**config.mk**
```make
export PLATFORM = sky130hd
export DESIGN_NAME = iq_decimator_flat
export DESIGN_NICKNAME = d
export VERILOG_FILES = /design/src/rtl/iq_decim_pkg.sv /design/src/rtl/iq_decimator_if.sv /design/src/rtl/iq_fifo.sv /design/src/rtl/iq_decimator.sv /design/src/flat_wrapper.sv
export SDC_FILE = /design/constraint.sdc
export NUM_CORES = 1
export LEC_CHECK = 0
export ABC_CLOCK_PERIOD_IN_PS = 7100
export CORE_AREA = 2 2 303 305
export CTS_BUF_LIST = sky130_fd_sc_hd__clkbuf_8
export DETAILED_ROUTE_END_ITERATION = 7
export DIE_AREA = 0 0 305 307
export PLACE_DENSITY_LB_ADDON = 0.25
export SKIP_LAST_GASP = 1
export SYNTH_ARGS = -nofsm -noshare
export SYNTH_HDL_FRONTEND = slang
export SYNTH_HIERARCHICAL = 1
export SYNTH_SLANG_ARGS = --single-unit
```
**constraint.sdc**
```tcl
create_clock -name clk_i -period 7.1 [get_ports clk_i]
set_input_delay 1.065 -clock clk_i [delete_from_list [all_inputs] [get_ports clk_i]]
set_output_delay 1.065 -clock clk_i [all_outputs]
set_load 0.005 [all_outputs]
```
**src/rtl/iq_decim_pkg.sv**
```systemverilog
// Shared constants, FIFO word layout and log2 helper for the IQ decimator.
//   SAMPLE_W : width of one signed input sample
//   LANES    : samples per input beat
//   OUT_W    : width of one rounded output component
//   ACC_W    : group accumulator width (holds 32 * -8192 exactly)
package iq_decim_pkg;

    localparam int unsigned SAMPLE_W = 14;
    localparam int unsigned LANES    = 4;
    localparam int unsigned OUT_W    = 16;
    localparam int unsigned ACC_W    = 19;
    localparam int unsigned IN_W     = SAMPLE_W * LANES;
    localparam int unsigned WORD_W   = 2 * OUT_W;
    localparam int unsigned FIFO_W   = WORD_W + 1;

    // One FIFO entry: frame-last flag stored alongside the {Q, I} word.
    typedef struct packed {
        logic                    last;
        logic signed [OUT_W-1:0] q;
        logic signed [OUT_W-1:0] i;
    } fifo_word_t;

    // Ceiling log2; exact for powers of two.
    function automatic int unsigned log2_ceil(input int unsigned n);
        int unsigned r;
        r = 0;
        while ((r < 32) && ((33'd1 << r) < 33'(n))) begin
            r = r + 1;
        end
        return r;
    endfunction

endpackage

```
**src/rtl/iq_decimator_if.sv**
```systemverilog
// Stream bundle of the IQ decimator: 4-lane I/Q input beats (no backpressure)
// and the AXI-stream style output with its overflow counter.
//   slave  : view of the decimator itself
//   master : view of the environment driving beats and consuming words
interface iq_decimator_if;
    import iq_decim_pkg::*;

    logic              in_valid_i;
    logic [IN_W-1:0]   inphase_i;
    logic [IN_W-1:0]   quadrature_i;
    logic              m_tvalid_o;
    logic              m_tready_i;
    logic [WORD_W-1:0] m_tdata_o;
    logic              m_tlast_o;
    logic [15:0]       overflow_cnt_o;

    modport slave (
        input  in_valid_i,
        input  inphase_i,
        input  quadrature_i,
        input  m_tready_i,
        output m_tvalid_o,
        output m_tdata_o,
        output m_tlast_o,
        output overflow_cnt_o
    );

    modport master (
        output in_valid_i,
        output inphase_i,
        output quadrature_i,
        output m_tready_i,
        input  m_tvalid_o,
        input  m_tdata_o,
        input  m_tlast_o,
        input  overflow_cnt_o
    );

endinterface

```
**src/rtl/iq_fifo.sv**
```systemverilog
// Single-clock show-ahead FIFO with a registered head word.
//   clk_i, rst_i : clock, synchronous active-low reset
//   wr_en_i      : push request; ignored when full unless a pop happens too
//   wr_data_i    : word to push
//   rd_en_i      : pop request; only honoured while rd_valid_o is high
//   rd_valid_o   : head word present (registered)
//   rd_data_o    : head word (registered, held until popped)
//   full_o       : occupancy equals DEPTH (registered)
module iq_fifo
    import iq_decim_pkg::*;
#(
    parameter int unsigned WIDTH = FIFO_W,
    parameter int unsigned DEPTH = 16
) (
    input  logic             clk_i,
    input  logic             rst_i,
    input  logic             wr_en_i,
    input  logic [WIDTH-1:0] wr_data_i,
    input  logic             rd_en_i,
    output logic             rd_valid_o,
    output logic [WIDTH-1:0] rd_data_o,
    output logic             full_o
);

    localparam int unsigned AW = log2_ceil(DEPTH);
    localparam int unsigned CW = AW + 1;

    logic [WIDTH-1:0] mem_q [DEPTH];
    logic [AW-1:0]    wr_ptr_q, wr_ptr_d;
    logic [AW-1:0]    rd_ptr_q, rd_ptr_d;
    logic [AW-1:0]    rd_nxt;
    logic [CW-1:0]    count_q, count_d;
    logic [WIDTH-1:0] head_q, head_d;
    logic             valid_q, valid_d;
    logic             full_q, full_d;
    logic             push, pop;

    // Pointer/occupancy update and head prefetch.
    always_comb begin
        pop      = rd_en_i && valid_q;
        push     = wr_en_i && (!full_q || pop);
        rd_nxt   = rd_ptr_q + AW'(1);
        wr_ptr_d = push ? wr_ptr_q + AW'(1) : wr_ptr_q;
        rd_ptr_d = pop ? rd_nxt : rd_ptr_q;
        count_d  = count_q + CW'(push) - CW'(pop);
        head_d   = head_q;
        if (pop) begin
            // With one word left the next head can only be the word arriving now.
            if (count_q == CW'(1)) begin
                if (push) begin
                    head_d = wr_data_i;
                end
            end else begin
                head_d = mem_q[rd_nxt];
            end
        end else if ((count_q == '0) && push) begin
            // Empty: the word appears one cycle after the push, never bypassed.
            head_d = wr_data_i;
        end
        valid_d = (count_d != '0);
        full_d  = (count_d == CW'(DEPTH));
    end

    // Control state.
    always_ff @(posedge clk_i) begin
        if (!rst_i) begin
            wr_ptr_q <= '0;
            rd_ptr_q <= '0;
            count_q  <= '0;
            head_q   <= '0;
            valid_q  <= 1'b0;
            full_q   <= 1'b0;
        end else begin
            wr_ptr_q <= wr_ptr_d;
            rd_ptr_q <= rd_ptr_d;
            count_q  <= count_d;
            head_q   <= head_d;
            valid_q  <= valid_d;
            full_q   <= full_d;
        end
    end

    // Storage array; contents are only meaningful behind the pointers.
    always_ff @(posedge clk_i) begin
        if (push) begin
            mem_q[wr_ptr_q] <= wr_data_i;
        end
    end

    assign rd_valid_o = valid_q;
    assign rd_data_o  = head_q;
    assign full_o     = full_q;

endmodule

```
**src/rtl/iq_decimator.sv**
```systemverilog
// Integrate-and-dump IQ decimator: sums DECIM consecutive I and Q samples
// (DECIM/4 valid beats of 4 lanes), rounds by 2^(log2(DECIM)-2) and queues
// {Q, I} words in an output FIFO with drop counting on overflow.
// Optional framing: define IQ_DECIM_FRAME_EN to tag every FRAME_LEN-th
// accepted word with m_tlast_o; otherwise m_tlast_o is tied low.
//   clk_i : processing clock
//   rst_i : synchronous active-low reset
//   bus   : iq_decimator_if.slave (input beats, output stream, overflow count)
module iq_decimator
    import iq_decim_pkg::*;
#(
    parameter int unsigned DECIM      = 16,
    parameter int unsigned FIFO_DEPTH = 16,
    parameter int unsigned FRAME_LEN  = 256
) (
    input  logic           clk_i,
    input  logic           rst_i,
    iq_decimator_if.slave  bus
);

    localparam int unsigned BEATS    = DECIM / LANES;
    localparam int unsigned BCNT_W   = (BEATS > 1) ? log2_ceil(BEATS) : 1;
    localparam int unsigned SHIFT    = log2_ceil(DECIM) - 2;
    localparam int unsigned RND_HALF = (SHIFT == 0) ? 0 : (32'd1 << (SHIFT - 1));

    logic signed [ACC_W-1:0] lane_sum_i, lane_sum_q;
    logic [BCNT_W-1:0]       bcnt_q, bcnt_d;
    logic signed [ACC_W-1:0] acc_i_q, acc_i_d, acc_q_q, acc_q_d;
    logic                    grp_done_q, grp_done_d;
    logic                    last_beat;

    logic signed [ACC_W-1:0] sum_i, sum_q, shf_i, shf_q;
    logic signed [OUT_W-1:0] res_i_q, res_i_d, res_q_q, res_q_d;
    logic                    res_vld_q;

    fifo_word_t              wr_word, rd_word;
    logic                    fifo_valid, fifo_full;
    logic                    pop, accept, drop;
    logic                    last_tag;
    logic [15:0]             ovf_q, ovf_d;

    // Per-beat sum of the four sign-extended lanes.
    always_comb begin
        lane_sum_i = '0;
        lane_sum_q = '0;
        for (int k = 0; k < LANES; k++) begin
            lane_sum_i = lane_sum_i + ACC_W'($signed(bus.inphase_i[k*SAMPLE_W +: SAMPLE_W]));
            lane_sum_q = lane_sum_q + ACC_W'($signed(bus.quadrature_i[k*SAMPLE_W +: SAMPLE_W]));
        end
    end

    // Group accumulation: first beat loads, later beats add, idle beats hold.
    always_comb begin
        bcnt_d     = bcnt_q;
        acc_i_d    = acc_i_q;
        acc_q_d    = acc_q_q;
        grp_done_d = 1'b0;
        last_beat  = (bcnt_q == BCNT_W'(BEATS - 1));
        if (bus.in_valid_i) begin
            acc_i_d    = (bcnt_q == '0) ? lane_sum_i : acc_i_q + lane_sum_i;
            acc_q_d    = (bcnt_q == '0) ? lane_sum_q : acc_q_q + lane_sum_q;
            bcnt_d     = last_beat ? '0 : bcnt_q + BCNT_W'(1);
            grp_done_d = last_beat;
        end
    end

    // Round half up and arithmetic shift; the result always fits OUT_W.
    always_comb begin
        sum_i   = acc_i_q + $signed(ACC_W'(RND_HALF));
        sum_q   = acc_q_q + $signed(ACC_W'(RND_HALF));
        shf_i   = sum_i >>> SHIFT;
        shf_q   = sum_q >>> SHIFT;
        res_i_d = shf_i[OUT_W-1:0];
        res_q_d = shf_q[OUT_W-1:0];
    end

    // A push is accepted if there is room or the head leaves in the same cycle.
    always_comb begin
        pop    = fifo_valid && bus.m_tready_i;
        accept = res_vld_q && (!fifo_full || pop);
        drop   = res_vld_q && fifo_full && !pop;
        ovf_d  = (drop && (ovf_q != 16'hFFFF)) ? ovf_q + 16'd1 : ovf_q;
    end

    // Accumulator, rounding stage and overflow counter registers.
    always_ff @(posedge clk_i) begin
        if (!rst_i) begin
            bcnt_q     <= '0;
            acc_i_q    <= '0;
            acc_q_q    <= '0;
            grp_done_q <= 1'b0;
            res_i_q    <= '0;
            res_q_q    <= '0;
            res_vld_q  <= 1'b0;
            ovf_q      <= '0;
        end else begin
            bcnt_q     <= bcnt_d;
            acc_i_q    <= acc_i_d;
            acc_q_q    <= acc_q_d;
            grp_done_q <= grp_done_d;
            res_i_q    <= res_i_d;
            res_q_q    <= res_q_d;
            res_vld_q  <= grp_done_q;
            ovf_q      <= ovf_d;
        end
    end

`ifdef IQ_DECIM_FRAME_EN
    localparam int unsigned FRM_W = (FRAME_LEN > 1) ? log2_ceil(FRAME_LEN) : 1;

    logic [FRM_W-1:0] frm_q, frm_d;

    // Frame position of accepted words; dropped words are not counted.
    always_comb begin
        last_tag = (frm_q == FRM_W'(FRAME_LEN - 1));
        frm_d    = frm_q;
        if (accept) begin
            frm_d = last_tag ? '0 : frm_q + FRM_W'(1);
        end
    end

    always_ff @(posedge clk_i) begin
        if (!rst_i) begin
            frm_q <= '0;
        end else begin
            frm_q <= frm_d;
        end
    end

    assign bus.m_tlast_o = rd_word.last;
`else
    logic unused_last;

    assign last_tag      = 1'b0;
    assign unused_last   = rd_word.last;
    assign bus.m_tlast_o = 1'b0;
`endif

    assign wr_word.last = last_tag;
    assign wr_word.q    = res_q_q;
    assign wr_word.i    = res_i_q;

    iq_fifo #(
        .WIDTH (FIFO_W),
        .DEPTH (FIFO_DEPTH)
    ) u_fifo (
        .clk_i      (clk_i),
        .rst_i      (rst_i),
        .wr_en_i    (res_vld_q),
        .wr_data_i  (wr_word),
        .rd_en_i    (bus.m_tready_i),
        .rd_valid_o (fifo_valid),
        .rd_data_o  (rd_word),
        .full_o     (fifo_full)
    );

    assign bus.m_tvalid_o     = fifo_valid;
    assign bus.m_tdata_o      = {rd_word.q, rd_word.i};
    assign bus.overflow_cnt_o = ovf_q;

endmodule

```
**src/flat_wrapper.sv**
```systemverilog
// flat-port wrapper written by rule: the top's interface ports become plain ports
module iq_decimator_flat import iq_decim_pkg::*;
#(
    parameter int unsigned DECIM      = 16,
    parameter int unsigned FIFO_DEPTH = 16,
    parameter int unsigned FRAME_LEN  = 256
)
  (clk_i, rst_i, bus_in_valid_i, bus_inphase_i, bus_quadrature_i, bus_m_tready_i, bus_m_tvalid_o, bus_m_tdata_o, bus_m_tlast_o, bus_overflow_cnt_o);
  iq_decimator_if bus_i ();
  input  logic clk_i;
  input  logic rst_i;
  input wire logic [$bits(bus_i.in_valid_i)-1:0] bus_in_valid_i;
  input wire logic [$bits(bus_i.inphase_i)-1:0] bus_inphase_i;
  input wire logic [$bits(bus_i.quadrature_i)-1:0] bus_quadrature_i;
  input wire logic [$bits(bus_i.m_tready_i)-1:0] bus_m_tready_i;
  output wire logic [$bits(bus_i.m_tvalid_o)-1:0] bus_m_tvalid_o;
  output wire logic [$bits(bus_i.m_tdata_o)-1:0] bus_m_tdata_o;
  output wire logic [$bits(bus_i.m_tlast_o)-1:0] bus_m_tlast_o;
  output wire logic [$bits(bus_i.overflow_cnt_o)-1:0] bus_overflow_cnt_o;
  assign bus_i.in_valid_i = bus_in_valid_i;
  assign bus_i.inphase_i = bus_inphase_i;
  assign bus_i.quadrature_i = bus_quadrature_i;
  assign bus_i.m_tready_i = bus_m_tready_i;
  assign bus_m_tvalid_o = bus_i.m_tvalid_o;
  assign bus_m_tdata_o = bus_i.m_tdata_o;
  assign bus_m_tlast_o = bus_i.m_tlast_o;
  assign bus_overflow_cnt_o = bus_i.overflow_cnt_o;
  iq_decimator #(.DECIM(DECIM), .FIFO_DEPTH(FIFO_DEPTH), .FRAME_LEN(FRAME_LEN)) u_core (.clk_i(clk_i), .rst_i(rst_i), .bus(bus_i));
endmodule
```
==> results.md, run 1 <==
* Status: finished clean
* Root buffer cell: clkbuf_8
* Clk Latency, worst-skew pair at 0.71 ns
* Max Cap Viol at 0
* Rel. slew slack at 0.183
* Die W at 305 um
* Mapped Cells at 2167
* Number of remaining DRC errors at 0
* Htree depth at 3
* Die ar. at 93600 sq um
* Port bufs at 164
* CTS tree: built
* Final Power at 11.9 mW
* Rows at 111
* Synthesis Warnings at 6
* Final min period at 5.76 ns
* Area of the multi-input gates at 11500 sq um
* I/O pins at 166
* Mapped Nets at 2426
* Slew Limit Fails at 0
* Clk sinks at 647
* Crit path DAT at 6.37 ns
* Nets at 2620
* Slowest-stage cell, CP: fa_1
* Wire per inst at 20.3 um
* Final setup viols at 0
* Max clock buf depth at 3
* Commonest non-fill, non-tap cell in the layout: edfxtp_1
* HP Class: reg -> reg
* Final antenna-violating net count at 0
* Setup crit start kind: input port
* Initial core utilization at 0.338
* CP cell instances: clkdlybuf4s50_1, inv_1, fa_1, fa_1, inv_1, ha_1, inv_1, fa_1, nor2b_1, o31a_1, o211ai_1, a21oi_1, o41ai_2, xnor2_1, ha_1, a21o_1, a21o_1, a21o_1, o41a_1, or4_1, a41oi_1
* Hold Vio Cnt, Final at 0
* Worst Tran Pin Value at 1.22 ns
* Resized cells post-CTS at 0
* Setup Buffers After CTS at 0
* CTS buffer count at 104
* Initial antenna violation count at 4
* Max IR drop VDD at 0.218 mV
* Number of fill cells at 8464
* Worst Skew at 0.0369 ns
* Leakage dissipation at 13.2 nW
* Worst stage delay on the critical path at 0.51 ns
* Largest net degree at the start of global routing at 96
* Critical path class: in -> reg
* Core area at 90700 sq um
* RD Place Congestion at 0.801
* Mapped Area at 30600 sq um
* Max Fclk at 174 MHz
* Syn-to-layout area delta at 16.6%
* Grt ovf at 0
* CP max FO at 5
* Layout Cell Area excl Fill at 35700 sq um
* Layout cells sized above 1 at 0.154
* Initial drt markers at 1217
* Synthesized area per cell at 14.1 sq um
* Most frequent cells in the layout: 512 x edfxtp_1, 223 x inv_1, 162 x clkdlybuf4s50_1
* Reg area at 18100 sq um
* Placed wire-length estimate at 43500 um
* GRT Util Overall at 0.157
* Pwr/cell area at 333 nW/um^2
* CP endpoint kind: flip-flop
* Drt pass-1 iters at 5
* Fin crit share at 0.811
* Worst Path Buf+Inv at 4
* CP delay by family, top: compound AO/OA/AOI/OAI gates
* RSZ-0062 raised after global routing: false
* TNS Setup at 0 ns
* Die height at 307 um
* Number of global-route vias before repair at 18.9k
* Vias per inst at 5.05
* First-pass GRT wire length at 113000 um
* CTS Hold Buffers Added at 0
* Placed cell area at 33600 sq um
* Post-layout util at 0.394
* Post-Route WL at 73900 um
* Worst-path clk slew at 0.07 ns
* Via count at 18.4k
* CP required at 7.71 ns
## layout make-up
type	count	share of cell area
Sequential cell	647	0.506
Multi-Input combinational cell	1231	0.321
Timing Repair Buffer	195	0.0529
Clock buffer	114	0.0439
Tap cell	1186	0.0415
Inverter	182	0.0191
Clock inverter	83	0.0153
Antenna cell	3	0.000210
## metal layers
metal | up-vias | track usage | part of all wire
met1 | 9318 | 0.203 | 0.43
met3 | 94 | 0.0223 | 0.049
met4 | 0 | 0.0436 | 0.017
met5 | - | 0 | 0
met2 | 465 | 0.276 | 0.51
li1 | 8503 | - | -
## through the flow
step                std cells  setup slack [ns]  hold slack (ns)
floorplan                2167              1.63            0.412
global placement         3441             0.804            0.421
detailed placement       3441             0.651            0.423
CTS                      3638              1.40            0.447
global route             3639              1.07            0.455
finish                   3641              1.34            0.440
## registers in the layout (all words and copies together) (netlist names)
| register | flops |
|---|---|
| u_core/u_fifo/full_o | 1 |
| u_core/u_fifo/mem_q | 512 |
| u_core/bcnt_q | 2 |
| u_core/res_i_q | 16 |
| u_core/u_fifo/rd_valid_o | 1 |
| u_core/acc_i_q | 18 |
| u_core/acc_q_q | 18 |
| u_core/u_fifo/rd_data_o | 32 |
| u_core/u_fifo/wr_ptr_q | 4 |
| u_core/u_fifo/count_q | 5 |
| u_core/res_q_q | 16 |
| u_core/grp_done_q | 1 |
| u_core/bus.overflow_cnt_o | 16 |
| u_core/u_fifo/rd_ptr_q | 4 |
| u_core/res_vld_q | 1 |
## worst paths after layout
check                                         start  depth (start not counted)  slack (ns)                         end
worst max-delay path            bus_quadrature_i[1]                         21        1.34          u_core/acc_q_q[17]
worst min register to register    u_core/grp_done_q                          1        0.44            u_core/res_vld_q
worst max register to register     u_core/res_vld_q                          5        3.51  u_core/u_fifo/mem_q[1][19]
worst min-delay path              u_core/grp_done_q                          1        0.44            u_core/res_vld_q
## worst register-to-register path, cell delays in order (launching register included)
cell and delay [ns]:
dfxtp_2 0.31, buf_4 0.45, a21boi_2 0.60, nand2_1 0.34
nor3_4 0.99, buf_4 0.52
## report_power, final
part / internal, mW / total (mW) / switching [mW]
sequential: 4.35 / 4.66 / 0.317
clock: 1.74 / 3.24 / 1.50
combinational: 1.82 / 3.99 / 2.17
total: 7.90 / 11.9 / 3.99
Note: power is estimated with default switching activity, not from simulation.
==> run 2, diff against run 1 <==
--- a/config.mk
+++ b/config.mk
@@ -5,7 +5,7 @@
 export SDC_FILE = /design/constraint.sdc
 export NUM_CORES = 1
 export LEC_CHECK = 0
-export ABC_CLOCK_PERIOD_IN_PS = 7100
+export ABC_CLOCK_PERIOD_IN_PS = 5600
 export CORE_AREA = 2 2 303 305
 export CTS_BUF_LIST = sky130_fd_sc_hd__clkbuf_8
 export DETAILED_ROUTE_END_ITERATION = 7
==> constraint.sdc (replaced) <==
create_clock -name clk_i -period 5.6 [get_ports clk_i]
set_input_delay 0.84 -clock clk_i [delete_from_list [all_inputs] [get_ports clk_i]]
set_output_delay 0.84 -clock clk_i [all_outputs]
set_load 0.005 [all_outputs]
==> run 2 against run 1 <==
- count of clock-buffer cells in the layout decreased by 8
- core utilization is 0.72 points higher
- first-iteration DRC count decreased by 2.4%
- worst hold slack gained 0.022 ns
- clock skew fell by 0.0060 ns
- final cell count grew 2.3%
- sequential power up 27%
- global-route usage rose by 0.30 points
- critical endpoint unchanged
- wire length up 2.3%
- flip-flop and latch count unchanged
- die area did not move
==> results.md, run 2 (same netlist as run 1, synthesis figures left out) <==
* Pwr/cell area at 429 nW/um^2 (+29%)
* Status: finished clean
* CP cell instances: clkdlybuf4s50_1, inv_1, fa_1, fa_1, inv_1, ha_1, inv_1, fa_1, nor2b_1, o31a_1, o211ai_1, a21oi_2, o41ai_2, buf_4, xnor2_2, ha_1, a21o_1, a21o_1, a21o_1, o22a_1, o41a_1, or4_1, a41oi_1
* Initial antenna violation count at 1 (-3)
* CTS tree: built
* Initial core utilization at 0.338 (unchanged)
* Final setup viols at 0 (unchanged)
* Clk sinks at 647 (unchanged)
* Reg2reg setup slack at 2.03 ns (-1.48 ns)
* Final min period at 5.39 ns
* I/O pins at 166 (unchanged)
* Clk Latency, worst-skew pair at 0.70 ns (about the same)
* Max IR drop VDD at 0.181 mV (-17%)
* Die height at 307 um (unchanged)
* Nets at 2709 (+3.4%)
* Rel. slew slack at 0.207 (+0.0247)
* CP endpoint kind: flip-flop
* Crit path DAT at 6.00 ns (-0.37 ns)
* Post-Route WL at 75600 um (+2.3%)
* Number of remaining DRC errors at 0 (unchanged)
* Dpl ws at -0.495 ns (-1.15 ns)
* GRT Util Overall at 0.160 (+0.00304)
* CTS buffer count at 103 (-0.96%)
* Commonest non-fill, non-tap cell in the layout: edfxtp_1
* Wire per inst at 20.3 um (about the same)
* Slew Limit Fails at 0 (unchanged)
* Worst stage delay on the critical path at 0.52 ns (about the same)
* Die W at 305 um (unchanged)
* RD Place Congestion at 0.804 (+0.44%)
* Hold Vio Cnt, Final at 0 (unchanged)
* First-pass GRT wire length at 115000 um (+2.2%)
* Most frequent cells in the layout: 512 x edfxtp_1, 215 x inv_1, 162 x clkdlybuf4s50_1
* Core area at 90700 sq um (unchanged)
* Root buffer cell: clkbuf_8
* Max reg flops at 512 (unchanged)
* CP max FO at 5 (unchanged)
* Drt pass-1 iters at 7 (+2)
* HP Class: reg -> reg
* Layout Cell Area excl Fill at 36400 sq um (+1.8%)
* Placed cell area at 34300 sq um (+2.0%)
* Layout cells sized above 1 at 0.185 (+0.0308)
* CP required at 6.21 ns (-1.50 ns)
* Crit path from: bus_quadrature_i[1]
* Max Fclk at 186 MHz
* Via count at 18.8k (+2.4%)
* Leakage dissipation at 13.6 nW (+3.2%)
* Slowest-stage cell, CP: fa_1
* Die ar. at 93600 sq um (unchanged)
* Number of global-route vias before repair at 19.5k (+3.6%)
* CTS Hold Buffers Added at 0 (unchanged)
* Fin crit share at 0.962
* R2R Path Start: u_core/u_fifo/rd_ptr_q[0]
* Critical path class: in -> reg
* Worst Tran Pin Value at 1.19 ns (-0.0344 ns)
* Setup crit start kind: input port
* Syn-to-layout area delta at 18.7%
* Htree depth at 3 (unchanged)
* CP delay by family, top: compound AO/OA/AOI/OAI gates
* Port bufs at 164 (unchanged)
* Max clock buf depth at 3 (unchanged)
* Worst Skew at 0.0309 ns (-0.00601 ns)
* Most flops, register: u_core/u_fifo/mem_q
* Grt ovf at 0 (unchanged)
* Slack of the critical path at 0.211 ns (-1.13 ns)
* Hold WS at 0.462 ns (+0.0220 ns)
* Worst Path Buf+Inv at 5 (+1)
* Final antenna-violating net count at 0 (unchanged)
* Max Cap Viol at 0 (unchanged)
* Worst-path clk slew at 0.07 ns (about the same)
* Largest net degree at the start of global routing at 69 (-28%)
* Initial drt markers at 1188 (-2.4%)
* Vias per inst at 5.06 (+0.15%)
* Hold Path Origin: u_core/grp_done_q
* Placed wire-length estimate at 46200 um (+6.3%)
* Rows at 111 (unchanged)
* RSZ-0062 raised after global routing: true
-- run 2: cell count changes in the layout (fill, tap and decap cells not counted), moves of 3 or more --
cell        previous run  this run
clkinvlp_4             3         6
nor3_2                 1         4
clkinv_2              12        15
clkbuf_8             114       106
clkinv_1              13        16
buf_4                 29       117
inv_1                223       215
nor3_4                 3         0
-- run 2: worst register-to-register path, delay by kind of cell, from the launching register on --
kind,cells,cell delay [ns]
XOR/XNOR,1,0.90
flip-flops,1,0.89
buffers and inverters,1,0.73
multiplexers,1,0.34
AO/OA/AOI/OAI,2,0.32
AND/OR/NAND/NOR,1,0.28
-- run 2: worst paths after layout --
check                           depth (start not counted)                     endpoint
worst max-delay path                                   23           u_core/acc_q_q[17]
worst min-delay path                                    1             u_core/res_vld_q
worst max register to register                          6  u_core/u_fifo/rd_data_o[21]
worst min register to register                          1             u_core/res_vld_q
-- run 2: final cells by class --
type	instances	area, sq um
diodes	1	2.50
clock buffers	106	1460
clock inverters	85	622
fillers	8374	54300
inverters	182	683
multi-input cells	1231	11500
flip-flops and latches	647	18100
well taps	1186	1480
repair buffers	285	2590
-- run 2: metal layers --
layer | vias up | share of wire | track usage
met3 | 99 | 0.051 | 0.0241
met2 | 457 | 0.51 | 0.284
met5 | - | 0 | 0
met1 | 9598 | 0.43 | 0.205
li1 | 8668 | - | -
met4 | 0 | 0.015 | 0.0425
-- run 2: report_power, final --
part,leakage (nW),switching (mW),internal (mW)
clock,1.18,1.90,2.19
sequential,5.83,0.399,5.51
combinational,6.57,2.89,2.71
-- run 2: repair_timing --
item / 4_1_cts / 5_1_grt
setup buffers: 0 / 2
gates resized for setup: 0 / 4
setup endpoints to repair: 0 / 2
-- run 2: metrics by stage --
step | utilization | cells | power (mW) | TNS (ns)
after floorplan | - | 2167 | 9.72 | 0
after global placement | 0.378 | 3529 | 11.5 | -1.72
after detailed placement | 0.378 | 3529 | 11.6 | -2.89
after CTS | 0.401 | 3720 | 15.7 | 0
after global routing | 0.401 | 3723 | 16.6 | -0.0280
final | 0.401 | 3723 | 15.6 | 0
==> run 3, diff against run 2 <==
--- a/config.mk
+++ b/config.mk
@@ -5,7 +5,7 @@
 export SDC_FILE = /design/constraint.sdc
 export NUM_CORES = 1
 export LEC_CHECK = 0
-export ABC_CLOCK_PERIOD_IN_PS = 5600
+export ABC_CLOCK_PERIOD_IN_PS = 6400
 export CORE_AREA = 2 2 303 305
 export CTS_BUF_LIST = sky130_fd_sc_hd__clkbuf_8
 export DETAILED_ROUTE_END_ITERATION = 7
@@ -16,3 +16,4 @@
 export SYNTH_HDL_FRONTEND = slang
 export SYNTH_HIERARCHICAL = 1
 export SYNTH_SLANG_ARGS = --single-unit
+export TNS_END_PERCENT = 30
==> constraint.sdc (replaced) <==
create_clock -name clk_i -period 6.4 [get_ports clk_i]
set_input_delay 0.96 -clock clk_i [delete_from_list [all_inputs] [get_ports clk_i]]
set_output_delay 0.96 -clock clk_i [all_outputs]
set_load 0.005 [all_outputs]
==> run 3 against run 2 <==
- combinational power is 21% lower
- flip-flop and latch count stayed put
- worst hold slack worse by 0.037 ns
==> results.md, run 3 (same netlist as run 1, synthesis figures left out) <==
* Rel. slew slack at 0.0980 (-0.109)
* Clk sinks at 647 (unchanged)
* Max Fclk at 180 MHz
* Core area at 90700 sq um (unchanged)
* Status: finished clean
* Hold WS at 0.425 ns (-0.0368 ns)
* Root buffer cell: clkbuf_8
* Initial drt markers at 1183 (-0.42%)
* Nets at 2621 (-3.2%)
* Critical path class: in -> reg
* Grt ovf at 0 (unchanged)
* CTS buffer count at 103 (unchanged)
* Most frequent cells in the layout: 512 x edfxtp_1, 217 x inv_1, 162 x clkdlybuf4s50_1
* Final antenna-violating net count at 0 (unchanged)
* Number of fill cells at 8373 (-0.012%)
* Fin crit share at 0.869
* Max IR drop VDD at 0.206 mV (+14%)
* Syn-to-layout area delta at 16.4%
* CP endpoint kind: flip-flop
* Worst Tran Pin Value at 1.35 ns (+0.161 ns)
* I/O pins at 166 (unchanged)
* Port bufs at 164 (unchanged)
* Initial antenna violation count at 2 (+1)
* Placed wire-length estimate at 44200 um (-4.4%)
* Via count at 18.3k (-2.5%)
* TNS Setup at 0 ns (unchanged)
* Max clock buf depth at 3 (unchanged)
* RSZ-0062 raised after global routing: false
* Post-layout util at 0.393 (-0.00777)
* Setup Buffers After CTS at 0 (unchanged)
* GRT Util Overall at 0.157 (-0.00342)
* CTS tree: built
* R2R cell count at 12 (+6)
* Layout cells sized above 1 at 0.155 (-0.0302)
* Die W at 305 um (unchanged)
* Pwr/cell area at 365 nW/um^2 (-15%)
* Final setup viols at 0 (unchanged)
* Number of remaining DRC errors at 0 (unchanged)
* Worst-path clk slew at 0.06 ns (about the same)
* Placed cell area at 33700 sq um (-1.7%)
* Max Cap Viol at 0 (unchanged)
* Commonest non-fill, non-tap cell in the layout: edfxtp_1
* CP max FO at 5 (unchanged)
* Htree depth at 3 (unchanged)
* Crit path DAT at 6.17 ns (+0.17 ns)
* Resized cells post-CTS at 0 (unchanged)
* Worst Skew at 0.0283 ns (-0.00256 ns)
* HP Class: reg -> reg
* Hold Vio Cnt, Final at 0 (unchanged)
* Rows at 111 (unchanged)
* Drt pass-1 iters at 8 (+1)
* Most flops, register: u_core/u_fifo/mem_q
* CTS Hold Buffers Added at 0 (unchanged)
* Layout Cell Area excl Fill at 35700 sq um (-1.9%)
* Die height at 307 um (unchanged)
* Post-Route WL at 73800 um (-2.5%)
* Die ar. at 93600 sq um (unchanged)
* Slew Limit Fails at 0 (unchanged)
* Vias per inst at 5.04 (-0.29%)
* Leakage dissipation at 13.1 nW (-3.5%)
* CP required at 7.01 ns (+0.80 ns)
* Max reg flops at 512 (unchanged)
* Clk Latency, worst-skew pair at 0.71 ns (about the same)
* Initial core utilization at 0.338 (unchanged)
* Setup crit start kind: input port
* First-pass GRT wire length at 112000 um (-2.9%)
* WHS Path Cells at 1 (unchanged)
* Wire per inst at 20.3 um (-0.23%)
* Final min period at 5.56 ns
* Largest net degree at the start of global routing at 92 (+33%)
* RD Place Congestion at 0.807 (+0.31%)
* Number of global-route vias before repair at 18.9k (-3.3%)
run 3: changes by cell type in the layout (fill, tap and decap cells not counted), moves of 3 or more:
cell / change
bufinv_16: -5
nor3_2: -3
buf_4: -90
clkinvlp_4: -3
nor3_4: +3
run 3: area by class of cell:
| type | instances | area (sq um) | area share |
|---|---|---|---|
| inverters | 182 | 683 | 0.0191 |
| well taps | 1186 | 1480 | 0.0416 |
| repair buffers | 197 | 1950 | 0.0548 |
| flip-flops and latches | 647 | 18100 | 0.507 |
| clock buffers | 107 | 1470 | 0.0413 |
| diodes | 3 | 7.51 | 0.000210 |
| clock inverters | 86 | 523 | 0.0147 |
| multi-input cells | 1231 | 11500 | 0.322 |
run 3: worst max-delay path, stage by stage:
cell and delay [ns]:
clkdlybuf4s50_1 0.46, inv_1 0.06, fa_1 0.49, fa_1 0.51, inv_1 0.05, ha_1 0.22
inv_1 0.08, fa_1 0.22, nor2b_1 0.07, o31a_1 0.27, o211ai_1 0.22, a21oi_1 0.14
o41ai_2 0.37, xnor2_1 0.22, ha_1 0.34, a21o_1 0.18, a21o_1 0.16, a21o_1 0.22
o41a_1 0.33, or4_1 0.41, a41oi_1 0.20
run 3: per-stage QoR:
stage          power (mW)  instances  setup slack, ns
2_1_floorplan        8.51       2167             1.04
3_3_place_gp         9.64       3443            0.229
3_5_place_dp         9.72       3443            0.111
4_1_cts              13.2       3636            0.873
5_1_grt              13.8       3637            0.519
6_report             13.0       3639            0.837
run 3: worst paths after layout:
check                      startpoint                    to  slack [ns]
setup reg to reg     u_core/res_vld_q  u_core/u_fifo/full_o        2.93
hold / removal      u_core/grp_done_q      u_core/res_vld_q        0.42
hold reg to reg     u_core/grp_done_q      u_core/res_vld_q        0.42
setup / recovery  bus_quadrature_i[1]    u_core/acc_q_q[17]        0.84
run 3: per-layer routing:
metal	wire length, um	track usage
met1	31700	0.200
met2	36700	0.272
met3	3740	0.0267
met4	1630	0.0496
met5	0	0
run 3: power breakdown:
part           leakage [nW]  total, mW  internal, mW  switching (mW)
logic                  6.12       4.43          2.02            2.41
registers              5.83       5.18          4.82           0.353
clock network          1.16       3.41          1.73            1.67
total                  13.1       13.0          8.58            4.43
